--- src/rtl/sdram_read_sequencer_pkg.sv ---
// Shared definitions for the SDRAM read sequencer and its refresh timer.
// Holds the FSM state encoding, address field layout, refresh default and
// the engine-idle detection length.
package sdram_read_sequencer_pkg;

    localparam int unsigned BANK_WIDTH = 2;
    localparam int unsigned ROW_WIDTH  = 12;
    localparam int unsigned COL_WIDTH  = 8;
    localparam int unsigned ADDR_WIDTH = BANK_WIDTH + ROW_WIDTH + COL_WIDTH;

    localparam int unsigned REFRESH_INTERVAL_DEFAULT = 1560;
    localparam int unsigned EXTRA_WIDTH              = 8;
    localparam int unsigned QUIET_CYCLES             = 4;
    localparam int unsigned QUIET_WIDTH              = $clog2(QUIET_CYCLES + 1);

    // Address layout: bank[21:20], row[19:8], column[7:0].
    typedef struct packed {
        logic [BANK_WIDTH-1:0] bank;
        logic [ROW_WIDTH-1:0]  row;
        logic [COL_WIDTH-1:0]  col;
    } sdram_addr_s;

    typedef enum logic [2:0] {
        ST_IDLE       = 3'd0,
        ST_WAIT_READY = 3'd1,
        ST_STREAM     = 3'd2,
        ST_DRAIN      = 3'd3,
        ST_DONE       = 3'd4
    } seq_state_e;

endpackage

--- src/rtl/sdram_refresh_timer.sv ---
// Free-running refresh timer: one-cycle pulse every INTERVAL cycles, plus a
// sticky request raised when the pulse lands while the read path is inactive.
// Ports:
//   clk, rst   clock, synchronous active-high reset
//   active     read path currently enabled (suppresses the idle request)
//   ack        clears idle_req (a coincident new due event wins)
//   pulse      one-cycle refresh pulse
//   idle_req   refresh fell due while inactive; held until ack
module sdram_refresh_timer
    import sdram_read_sequencer_pkg::*;
#(
    parameter int unsigned INTERVAL = REFRESH_INTERVAL_DEFAULT
) (
    input  logic clk,
    input  logic rst,
    input  logic active,
    input  logic ack,
    output logic pulse,
    output logic idle_req
);

    localparam int unsigned CNT_WIDTH = (INTERVAL > 1) ? $clog2(INTERVAL) : 1;
    localparam logic [CNT_WIDTH-1:0] RELOAD = CNT_WIDTH'(INTERVAL - 1);

    logic [CNT_WIDTH-1:0] count;
    logic                 due_c;

    assign due_c = (count == '0);

    // Down-counter with reload; set has priority over ack on the request latch.
    always_ff @(posedge clk) begin
        if (rst) begin
            count    <= RELOAD;
            pulse    <= 1'b0;
            idle_req <= 1'b0;
        end else begin
            pulse <= due_c;
            count <= due_c ? RELOAD : count - 1'b1;
            if (due_c && !active) begin
                idle_req <= 1'b1;
            end else if (ack) begin
                idle_req <= 1'b0;
            end
        end
    end

endmodule

--- src/rtl/sdram_read_sequencer.sv ---
// Upstream control for the SDRAM read engine: accepts a burst request, drives
// the engine enable/address, counts FIFO writes to detect burst completion and
// hosts the periodic refresh timer.
// Ports:
//   req_start/req_address/req_count   burst request from the wishbone slave
//   busy, done, words_remaining, extra_words   burst status
//   rd_en, rd_address, rd_ready, rd_fifo_wr    read engine handshake
//   auto_rfrsh, idle_rfrsh_req, idle_rfrsh_ack refresh signalling
module sdram_read_sequencer
    import sdram_read_sequencer_pkg::*;
#(
    parameter int unsigned REFRESH_INTERVAL = REFRESH_INTERVAL_DEFAULT,
    parameter int unsigned STOP_MARGIN      = 1,
    parameter int unsigned COUNT_WIDTH      = 24
) (
    input  logic                   clk,
    input  logic                   rst,
    input  logic                   req_start,
    input  logic [ADDR_WIDTH-1:0]  req_address,
    input  logic [COUNT_WIDTH-1:0] req_count,
    output logic                   busy,
    output logic                   done,
    output logic [COUNT_WIDTH-1:0] words_remaining,
    output logic [EXTRA_WIDTH-1:0] extra_words,
    output logic                   rd_en,
    output logic [ADDR_WIDTH-1:0]  rd_address,
    input  logic                   rd_ready,
    input  logic                   rd_fifo_wr,
    output logic                   auto_rfrsh,
    output logic                   idle_rfrsh_req,
    input  logic                   idle_rfrsh_ack
);

    seq_state_e state_q, state_d;

    logic [ADDR_WIDTH-1:0]  base_q, base_d;
    logic [COUNT_WIDTH-1:0] remaining_q, remaining_d;
    logic [COUNT_WIDTH-1:0] words_done_q, words_done_d;
    logic [EXTRA_WIDTH-1:0] extra_q, extra_d;
    logic [QUIET_WIDTH-1:0] quiet_q, quiet_d;
    logic                   busy_q, busy_d;
    logic                   done_q, done_d;
    logic                   rd_en_q, rd_en_d;
    logic [ADDR_WIDTH-1:0]  rd_address_q, rd_address_d;

    logic [COUNT_WIDTH-1:0] remaining_dec_c;
    logic [COUNT_WIDTH-1:0] remaining_after_wr_c;
    logic [QUIET_WIDTH-1:0] quiet_inc_c;
    logic                   stop_c;
    logic                   engine_idle_c;

    // Saturating decrement; the stop decision uses the post-strobe count.
    assign remaining_dec_c      = (remaining_q != '0) ? remaining_q - 1'b1 : '0;
    assign remaining_after_wr_c = rd_fifo_wr ? remaining_dec_c : remaining_q;
    assign stop_c               = (remaining_after_wr_c <= COUNT_WIDTH'(STOP_MARGIN));

    // Consecutive strobe-free cycles including the current one, saturating.
    assign quiet_inc_c   = rd_fifo_wr ? '0
                         : (quiet_q >= QUIET_WIDTH'(QUIET_CYCLES)) ? quiet_q
                         : quiet_q + 1'b1;
    assign engine_idle_c = !rd_en_q && rd_ready && (quiet_inc_c >= QUIET_WIDTH'(QUIET_CYCLES));

    // State register.
    always_ff @(posedge clk) begin
        if (rst) begin
            state_q <= ST_IDLE;
        end else begin
            state_q <= state_d;
        end
    end

    // Next-state logic.
    always_comb begin
        state_d = state_q;
        unique case (state_q)
            ST_IDLE:       if (req_start && (req_count != '0)) state_d = ST_WAIT_READY;
            ST_WAIT_READY: if (rd_ready) state_d = ST_STREAM;
            ST_STREAM:     if (stop_c) state_d = ST_DRAIN;
            ST_DRAIN:      if (engine_idle_c) state_d = ST_DONE;
            ST_DONE:       state_d = ST_IDLE;
            default:       state_d = ST_IDLE;
        endcase
    end

    // Next values of all registered outputs and burst counters.
    always_comb begin
        base_d       = base_q;
        remaining_d  = remaining_q;
        words_done_d = words_done_q;
        extra_d      = extra_q;
        quiet_d      = quiet_q;
        busy_d       = busy_q;
        done_d       = 1'b0;
        rd_en_d      = rd_en_q;

        unique case (state_q)
            ST_IDLE: begin
                if (req_start) begin
                    extra_d = '0;
                    if (req_count != '0) begin
                        base_d       = req_address;
                        remaining_d  = req_count;
                        words_done_d = '0;
                        busy_d       = 1'b1;
                    end else begin
                        done_d = 1'b1;
                    end
                end
            end
            ST_WAIT_READY: begin
                if (rd_ready) rd_en_d = 1'b1;
            end
            ST_STREAM: begin
                quiet_d = '0;
                if (rd_fifo_wr) begin
                    remaining_d  = remaining_dec_c;
                    words_done_d = words_done_q + 1'b1;
                end
                if (stop_c) rd_en_d = 1'b0;
            end
            ST_DRAIN: begin
                quiet_d = quiet_inc_c;
                if (rd_fifo_wr) begin
                    if (remaining_q != '0) begin
                        remaining_d  = remaining_dec_c;
                        words_done_d = words_done_q + 1'b1;
                    end else if (extra_q != '1) begin
                        extra_d = extra_q + 1'b1;
                    end
                end
                if (engine_idle_c) begin
                    done_d = 1'b1;
                    busy_d = 1'b0;
                end
            end
            ST_DONE: begin
                busy_d = 1'b0;
            end
            default: begin
                busy_d  = 1'b0;
                rd_en_d = 1'b0;
            end
        endcase

        // Address tracks progress so an engine restart resumes at the next word.
        rd_address_d = base_d + ADDR_WIDTH'(words_done_d);
    end

    // Datapath and output registers.
    always_ff @(posedge clk) begin
        if (rst) begin
            base_q       <= '0;
            remaining_q  <= '0;
            words_done_q <= '0;
            extra_q      <= '0;
            quiet_q      <= '0;
            busy_q       <= 1'b0;
            done_q       <= 1'b0;
            rd_en_q      <= 1'b0;
            rd_address_q <= '0;
        end else begin
            base_q       <= base_d;
            remaining_q  <= remaining_d;
            words_done_q <= words_done_d;
            extra_q      <= extra_d;
            quiet_q      <= quiet_d;
            busy_q       <= busy_d;
            done_q       <= done_d;
            rd_en_q      <= rd_en_d;
            rd_address_q <= rd_address_d;
        end
    end

    assign busy            = busy_q;
    assign done            = done_q;
    assign words_remaining = remaining_q;
    assign extra_words     = extra_q;
    assign rd_en           = rd_en_q;
    assign rd_address      = rd_address_q;

    sdram_refresh_timer #(
        .INTERVAL (REFRESH_INTERVAL)
    ) u_refresh_timer (
        .clk      (clk),
        .rst      (rst),
        .active   (rd_en_q),
        .ack      (idle_rfrsh_ack),
        .pulse    (auto_rfrsh),
        .idle_req (idle_rfrsh_req)
    );

endmodule

--- config.mk ---
export PLATFORM = sky130hd
export DESIGN_NAME = sdram_read_sequencer
export DESIGN_NICKNAME = d
export VERILOG_FILES = /design/src/rtl/sdram_read_sequencer_pkg.sv /design/src/rtl/sdram_refresh_timer.sv /design/src/rtl/sdram_read_sequencer.sv
export SDC_FILE = /design/constraint.sdc
export NUM_CORES = 1
export LEC_CHECK = 0
export CAP_MARGIN = 25
export CORE_UTILIZATION = 40
export CTS_CLUSTER_DIAMETER = 30
export DETAILED_ROUTE_END_ITERATION = 10
export SLEW_MARGIN = 20
export SYNTH_ARGS = -nofsm -noshare
export SYNTH_HDL_FRONTEND = slang
export SYNTH_SLANG_ARGS = --single-unit
--- constraint.sdc ---
create_clock -name clk -period 5.5 [get_ports clk]
set_input_delay 0.825 -clock clk [delete_from_list [all_inputs] [get_ports clk]]
set_output_delay 0.825 -clock clk [all_outputs]
set_load 0.02 [all_outputs]
-- Yosys cells after proc, flatten, opt, wreduce, memory -nomap -nowiden
Cells that the tools add are included.
- input port bits: 52
- bits in registers: 122
- logic and storage cells: 105
- output and inout bits: 59
- reductions and logical operators: 22
- add/sub/neg operators: 6
- order comparisons: 3
- eq/ne operators: 16
- bitwise logic cells: 2
- muxes and demuxes: 42
- operators by type and width (cell ; number):
    $mux W24 ; 11
    $pmux W24 S3 ; 2
    $mux W22 ; 3
    $reduce_bool A24 Y1 ; 2
    $mux W8 ; 4
    $add A24 B1 Y24 const B ; 1
    $le A24 B1 Y1 const B ; 1
    $sub A24 B1 Y24 const B ; 1
    $add A22 B22 Y22 ; 1
    $ne A2 B2 Y1 const B ; 11
    $mux W3 ; 6
    $pmux W8 S2 ; 1
    $pmux W3 S4 ; 1
    $logic_not A11 Y1 ; 1
    $sub A11 B1 Y11 const B ; 1
    $mux W1 ; 10
    $reduce_and A5 Y1 ; 2
    $add A8 B1 Y8 const B ; 1
    $ne A8 B8 Y1 const B ; 1
    $reduce_and A4 Y1 ; 2
    $eq A3 B2 Y1 const B ; 2
    $ge A3 B3 Y1 const B ; 2
    $pmux W1 S3 ; 2
    $pmux W3 S2 ; 1
    other kinds (14) ; 21

-- Depth between registers and ports, before layout
Gate-level depths: netlist of the first run.
- word-level depth: 7
- depth in mapped cells: 21
- gate-level depth less buffers: 18

-- By module
From an unflattened synthesis of the first run, not the netlist that was laid out.
- cells, all modules: 904
- area, all modules: 7302.0 um^2
- modules (own cells, without submodules) (module ; area each (um^2) ; cells an instance ; instances ; sequential area each (um^2)):
    sdram_read_sequencer ; 6770.2 ; 848 ; 1 ; 2142.1
    sdram_refresh_timer ; 531.8 ; 56 ; 1 ; 260.2

-- Worst setup path after synthesis of the first run
OpenSTA, ideal clock, no wires.
- kind: input port to flip-flop
- from: in req_count[13]
- to: reg rd_address_q[20] (netlist: rd_address[20])
- path buffers: 1
- required time: 5372 ps
- path slack: 1064 ps
- stages: 14
- setup time: 128 ps
- arrival: 4309 ps
- path through: nor4_1 nand4_1 o211ai_1 clkbuf_1 mux2_2 fa_1 a211oi_1 o21ai_0 a21o_1 a32oi_1 o2111ai_1 a31oi_1 xor2_1 nor2_1
- cells in the longest elaborated chain, start to end: 5
- elaborated cells between the ends (all ways): 8
- those cells by class: 1 x add/sub; 6 x mux; 1 x reduce/logical
- RTL lines (item ; RTL line ; text):
    from (decl) ; sdram_read_sequencer.sv:20 ; input logic [COUNT_WIDTH-1:0] req_count,
    $reduce_bool A24 Y1 ; sdram_read_sequencer.sv:100 ; if (req_count != '0) begin
    $mux W22 ; sdram_read_sequencer.sv:100 ;
    $mux W22 ; sdram_read_sequencer.sv:98 ; if (req_start) begin
    $mux W22 ; sdram_read_sequencer.sv:96 ; unique case (state_q)
    net base_d[1] ; sdram_read_sequencer.sv:36 ; logic [ADDR_WIDTH-1:0] base_q, base_d;
    $add A22 B22 Y22 ; sdram_read_sequencer.sv:146 ; rd_address_d = base_d + ADDR_WIDTH'(words_done_d);
    to (signal assigned) ; sdram_read_sequencer.sv:170 ; rd_address_q <= rd_address_d;
    to (decl) ; sdram_read_sequencer.sv:44 ; logic [ADDR_WIDTH-1:0] rd_address_q, rd_address_d;
The timed path passes the listed nets, and every way through them passes these cells. The select of a mux whose other input is x is not followed.
A chain may end at the register's enable or synchronous reset.

-- Worst setup path after layout of the first run
- from: in req_count[12]
- to: reg rd_address_q[20] (netlist: rd_address[20])
Same word-level chain as after synthesis.

==> impl_metrics.tcl, run 1 <==
set metrics [dict create \
    drc_errors 14 \
    core_area_sq_um 18100 \
    drive_above_1_share_pct 8.95 \
    swShare_pct 40.4 \
    cts.sinks 120 \
    drtIter0Drc 578 \
    postRouteAntennaNets 0 \
    cts-root-buf "clkbuf_16" \
    p_seq_share_pct 29.3 \
    finalSetupViolations 0 \
    num_vias 7460 \
    synth_edf_count 0 \
    syn_nets 1029 \
    syn2layout_area_growth_pct 25.5 \
    finalClockSkew_ps 10.9 \
    cp.required_ps 5780 \
    hpwl_um 15800 \
    vias_per_cell 5.78 \
    fin_hold_ws_ps 401 \
    timing.critical_path.fanout_max 8 \
    status "finished, violations left" \
    r2r_setup_slack_ps 870 \
    p_int_w 0.00230 \
    design.final.nets 1130 \
    endpoint_kind "flop" \
    cts_setup_buffers 0 \
    arrival_ps 5440 \
    die_y_um 138 \
    worst_pin_slew_ps 964 \
    drv_slew 0 \
    syn_avg_cell_area_sq_um 7.81 \
    antenna_found_initial 0 \
    synth-seq-cells 120 \
    wl_per_cell_um 17.4 \
    min_from "u_refresh_timer.count[0]" \
    cts_resized 0 \
    p_leak_nw 3.57 \
    yosys_warnings 0 \
    layout_min_cycle_time_ps 5160 \
    clock_power_share_pct 26.3 \
    r2r_cells 19 \
    io_pins 111 \
    switchingPower_w 0.00156 \
    critical_path_class "primary input to flop" \
    slew-limit-headroom_pct 35.3 \
    pwr-share-comb_pct 44.4 \
    wirelength_um 22500 \
    routabilityCongestion 0.934 \
    power.density_nw_per_um2 416 \
    cts_tree "yes" \
    h-tree-depth 4 \
    cts.path.max_buffers 2 \
    fmax_ghz 0.194 \
    finalHoldViolCount 0 \
    r2r_start "words_remaining[1]" \
    rows 49 \
    port_buffers 110 \
    finalCritPeriodShare_pct 93.8 \
    holdCritPathClass "flop to flop" \
    synth_top_cell_area_share_pct 32.4 \
    synth_top_area_cell "dfxtp_1" \
    synth_cells 949 \
    grt_use_total_pct 24.0 \
    holdPathEnd "u_refresh_timer.count[0]" \
    seq_area_frac_synth_pct 32.4 \
    hold_path_depth 1 \
    cts_made_buffers 17 \
    async_reset_ff_share_pct 0 \
    grt_pass1_vias 6909 \
    grt_pass1_wl_um 36500 \
    cp-start-kind "primary input" \
    netlist_area_sq_um 7410 \
    antennaDiodeCount 0 \
    grt_max_degree 71 \
    clk_pin_slew_ps 50 \
    violations "design-rule violations" \
    initial_utilization_pct 41.0 \
    peakVddDrop_mv 0.255 \
    firstDrtPassIters 9 \
    yosysUniqueCellTypes 74 \
    r2r-end "rd_address[20]" \
    grt_remaining_overflow 0 \
    drv_cap 0 \
    die_x_um 138 \
    ys.flop_type "dfxtp_1" \
    setup_tns_ps 0 \
    clk_latency_ps 420 \
    dieArea_sq_um 19100 \
    synthTopCellsByArea "dfxtp_1 (32%), nor2_1 (5.2%), o21ai_0 (4.9%)" \
    cts-hold-fix-buffers 0 \
    rsz0062_at_grt "false" \
]
-- power groups by stage --
stage               Clock, W  Sequential (W)  Combinational, W
detailed placement         0         0.00114           0.00168
global placement           0         0.00114           0.00169
global route         0.00110         0.00115           0.00185
finish               0.00102         0.00113           0.00172
CTS                  0.00105         0.00113           0.00169
floorplan                  0         0.00117           0.00109
-- flip-flops by register name, summed over array words and instances, names as in the netlist --
signal and cells:
base_q 22, rd_address 22, words_remaining 24, extra_words 8, u_refresh_timer.count 11, done 1
quiet_q 3, words_done_q 22, rd_en 1, u_refresh_timer.pulse 1, busy 1, state_q 3
u_refresh_timer.idle_req 1
-- worst max-delay path by stage --
stage | cells past startpoint | startpoint | end | slack [ps]
finish | 17 | req_count[12] | rd_address[20] | 340
floorplan | 14 | req_count[13] | rd_address[20] | 1060
detailed placement | 17 | req_count[12] | rd_address[20] | 130
global placement | 17 | req_count[12] | rd_address[20] | 70
global route | 17 | req_count[12] | rd_address[20] | 260
CTS | 17 | req_count[12] | rd_address[20] | 540
-- cell type report --
class | count | area, sq um
fillers | 1736 | 8790
multi-input cells | 751 | 4690
flip-flops and latches | 120 | 2400
repair buffers | 137 | 1300
clock buffers | 21 | 450
well taps | 229 | 287
inverters | 23 | 86.3
clock inverters | 9 | 78.8
-- per-stage QoR --
step           cells  power [W]  instance area, sq um  worst slack (ps)  util, %
5_1_grt         1290    0.00410                  9300               259     51.4
3_5_place_dp    1260    0.00282                  8770               127     48.5
2_1_floorplan    949    0.00226                  7410              1060        -
6_report        1290    0.00387                  9300               343     51.4
3_3_place_gp    1260    0.00283                  8770              70.5     48.5
4_1_cts         1290    0.00387                  9300               541     51.4
-- placed cells by master (no fill, tap or decap), drive strengths merged, types with 11 or more instances in the layout --
cell,synthesis,routed
o211ai,13,13
nand3,20,20
a211oi,14,14
o21ai,75,75
nand4,19,19
clkbuf,40,21
nor2,103,103
ha,27,27
clkdlybuf4s50,0,109
nor3,46,46
o31ai,11,11
nor4,24,24
inv,23,23
nor2b,50,50
dfxtp,120,120
a21oi,58,58
or3,12,12
mux2,22,22
buf,15,28
xor2,20,20
a21o,19,19
xnor2,18,18
nand2,81,81
a31oi,11,11
-- routing by layer --
metal / GRT usage (%) / part of all wire [%] / wire (um)
met5: 0 / 0 / 0
met3: 4.68 / 7.2 / 1610
met2: 37.4 / 44 / 9820
met4: 9.70 / 2.3 / 519
met1: 32.5 / 47 / 10500
-- logic make-up after synthesis --
logic type | Yosys count | share of synthesized area, %
DFF | 120 | 32.4
buffers and inverters | 78 | 4.24
AOI/OAI and AO/OA | 264 | 22.9
xor gates and xnor gates | 38 | 4.49
muxes | 27 | 4.07
adders and majority gates | 28 | 4.83
and+or+nand+nor | 394 | 27.0
-- cells in the mapped netlist (4+ instances only) --
| library cell | n |
|---|---|
| a31oi_1 | 11 |
| o31ai_1 | 11 |
| xor2_1 | 20 |
| o22ai_1 | 5 |
| or3_1 | 12 |
| xnor2_1 | 18 |
| mux2i_1 | 5 |
| or4_1 | 5 |
| a211oi_1 | 14 |
| o21a_1 | 6 |
| a21oi_1 | 58 |
| mux2_2 | 21 |
| nand3_1 | 20 |
| ha_1 | 27 |
| a22oi_1 | 6 |
| dfxtp_1 | 120 |
| nand2b_1 | 6 |
| buf_2 | 11 |
| o211ai_1 | 13 |
| nor4_1 | 21 |
| inv_1 | 23 |
| and3_1 | 4 |
| o21ai_0 | 73 |
| nor2_1 | 103 |
| nand2_1 | 81 |
| nand4_1 | 19 |
| nor3_1 | 44 |
| and2_1 | 5 |
| nor2b_1 | 50 |
| or2_2 | 4 |
| clkbuf_1 | 40 |
| a21o_1 | 19 |
| and4_1 | 4 |
-- critical path: stages --
cell and delay, ps:
clkdlybuf4s50_1 420, nor4_1 680, nand4_1 290, o211ai_1 350
buf_4 240, mux2_2 360, ha_1 230, fa_1 380
a211oi_1 290, o21ai_0 210, a21o_1 240, a32oi_1 210
buf_4 170, o2111ai_1 120, a31oi_1 220, xor2_1 160
nor2_1 50
Power figures use the tool's default switching activity.
==> inputs of run 2 (changes only) <==
--- a/config.mk
+++ b/config.mk
@@ -6,8 +6,8 @@
 export NUM_CORES = 1
 export LEC_CHECK = 0
 export CAP_MARGIN = 25
+export CORE_MARGIN = 2
 export CORE_UTILIZATION = 40
-export CTS_CLUSTER_DIAMETER = 30
 export DETAILED_ROUTE_END_ITERATION = 10
 export SLEW_MARGIN = 20
 export SYNTH_ARGS = -nofsm -noshare
==> run 2 against run 1 <==
Effect of this change:
- the run still ends with design-rule violations left
- global-route usage decreased by 0.75 points
- cell count is essentially flat
- critical path depth grew 1
- setup slack improved by 300 ps
- fmax grew 6.2%
- non-clock buffer count did not move
- critical endpoint unchanged
- largest cell class unchanged
==> impl_metrics.tcl, run 2 (same netlist as run 1, synthesis figures left out) <==
set metrics [dict create \
    arrival_ps 5140 \
    finalHoldViolCount 0 \
    worst_pin_slew_ps 938 \
    crit_top_cell "buf_4" \
    clk_latency_ps 420 \
    h-tree-depth 4 \
    drive_above_1_share_pct 9.13 \
    routabilityCongestion 0.945 \
    cts.path.max_buffers 2 \
    crit_path_start "req_count[0]" \
    cp.required_ps 5780 \
    cts.sinks 120 \
    drtIter0Drc 534 \
    antennaDiodeCount 0 \
    holdCritPathClass "flop to flop" \
    grt_max_degree 66 \
    antenna_found_initial 0 \
    hpwl_um 16000 \
    final_cell_mix "dfxtp_1 (120), clkdlybuf4s50_1 (109), nor2_1 (103)" \
    io_pins 111 \
    finalClockSkew_ps 10.7 \
    rsz0062_at_grt "false" \
    port_buffers 110 \
    grt_pass1_vias 6950 \
    wirelength_um 22500 \
    grt_pass1_wl_um 36800 \
    layout_min_cycle_time_ps 4850 \
    p_leak_nw 3.61 \
    critPathMaxStageDelay_ps 470 \
    crit_chain "clkdlybuf4s50_1, nor4_1, buf_4, nand4_1, o211ai_1, buf_4, mux2_2, ha_1, fa_1, a211oi_1, o21ai_0, a21o_1, a32oi_1, buf_4, o2111ai_1, a31oi_1, xor2_1, nor2_1" \
    cts_setup_buffers 0 \
    wl_per_cell_um 17.5 \
    status "finished, violations left" \
    cts_tree "yes" \
    cp-start-kind "primary input" \
    place_inst 1260 \
    syn2layout_area_growth_pct 26.3 \
    core_area_sq_um 18100 \
    drv_slew 0 \
    grt_remaining_overflow 0 \
    r2r_setup_slack_ps 750 \
    rows 49 \
    cts_resized 0 \
    nFillCells 1761 \
    instances_no_fill 1291 \
    r2r_start "words_remaining[1]" \
    min_from "u_refresh_timer.count[0]" \
    endpoint_kind "flop" \
    power.density_nw_per_um2 424 \
    design.final.nets 1130 \
    setup_tns_ps 0 \
    initial_utilization_pct 41.0 \
    die_x_um 140 \
    cts-hold-fix-buffers 0 \
    firstDrtPassIters 10 \
    drv_cap 0 \
    finalCritPeriodShare_pct 88.2 \
    clk_pin_slew_ps 60 \
    vias_per_cell 5.73 \
    peakVddDrop_mv 0.290 \
    cts-root-buf "clkbuf_16" \
    drc_errors 7 \
    cts_made_buffers 17 \
    num_vias 7401 \
    dieArea_sq_um 19600 \
    grt_use_total_pct 23.2 \
    postRouteAntennaNets 0 \
    critical_path_class "primary input to flop" \
    slew-limit-headroom_pct 37.1 \
    largest_reg_flops 24 \
    die_y_um 140 \
    violations "design-rule violations" \
    finalSetupViolations 0 \
    timing.critical_path.fanout_max 7 \
    fmax_ghz 0.206 \
    cp_slowest_cell "clkdlybuf4s50_1" \
    final_common_cell "dfxtp_1" \
]
run 2: changes by cell type in the layout (fill, tap and decap cells not counted), sizes merged:
cell      change
bufinv        +2
clkinvlp      -2
clkbuf        +1
run 2: critical path, delay by kind of cell:
| family | cells | cell delay, ps |
|---|---|---|
| AO/OA/AOI/OAI | 7 | 1560 |
| XOR/XNOR | 1 | 160 |
| adder cells (fa/ha/maj) | 2 | 660 |
| buffers and inverters | 4 | 1030 |
| multiplexers | 1 | 360 |
| AND/OR/NAND/NOR | 3 | 550 |
run 2: final cells by class:
class                   instances  area, sq um  area share (%)
flip-flops and latches        120         2400            25.7
clock inverters                 9          124            1.32
repair buffers                137         1300            13.9
inverters                      23         86.3           0.922
multi-input cells             751         4700            50.2
well taps                     229          287            3.06
clock buffers                  22          464            4.96
run 2: final timing paths:
kind                                    to  depth (start not counted)
setup / recovery            rd_address[20]                         18
setup reg to reg            rd_address[20]                         18
hold reg to reg   u_refresh_timer.count[0]                          1
hold / removal    u_refresh_timer.count[0]                          1
run 2: stage by stage:
stage	hold slack [ps]	area [sq um]	setup WS, ps	total power (W)	utilization [%]
after detailed placement	394	8770	329	0.00282	48.5
final	405	9360	646	0.00397	51.8
after floorplan	372	7410	1060	0.00226	-
after global placement	386	8770	347	0.00283	48.5
after global routing	429	9360	345	0.00420	51.8
after CTS	407	9360	670	0.00397	51.8
run 2: metal layers:
metal	vias to the layer above	GRT usage, %	routed length [um]
li1	3669	-	-
met1	3410	31.5	10500
met2	280	35.8	9870
met3	42	5.13	1500
met4	0	9.89	625
met5	-	0	0
run 2: power breakdown:
group          switching [W]  total (W)  internal (W)
logic                0.00102    0.00172      0.000697
registers           0.000142    0.00113      0.000983
clock network       0.000398    0.00113      0.000730
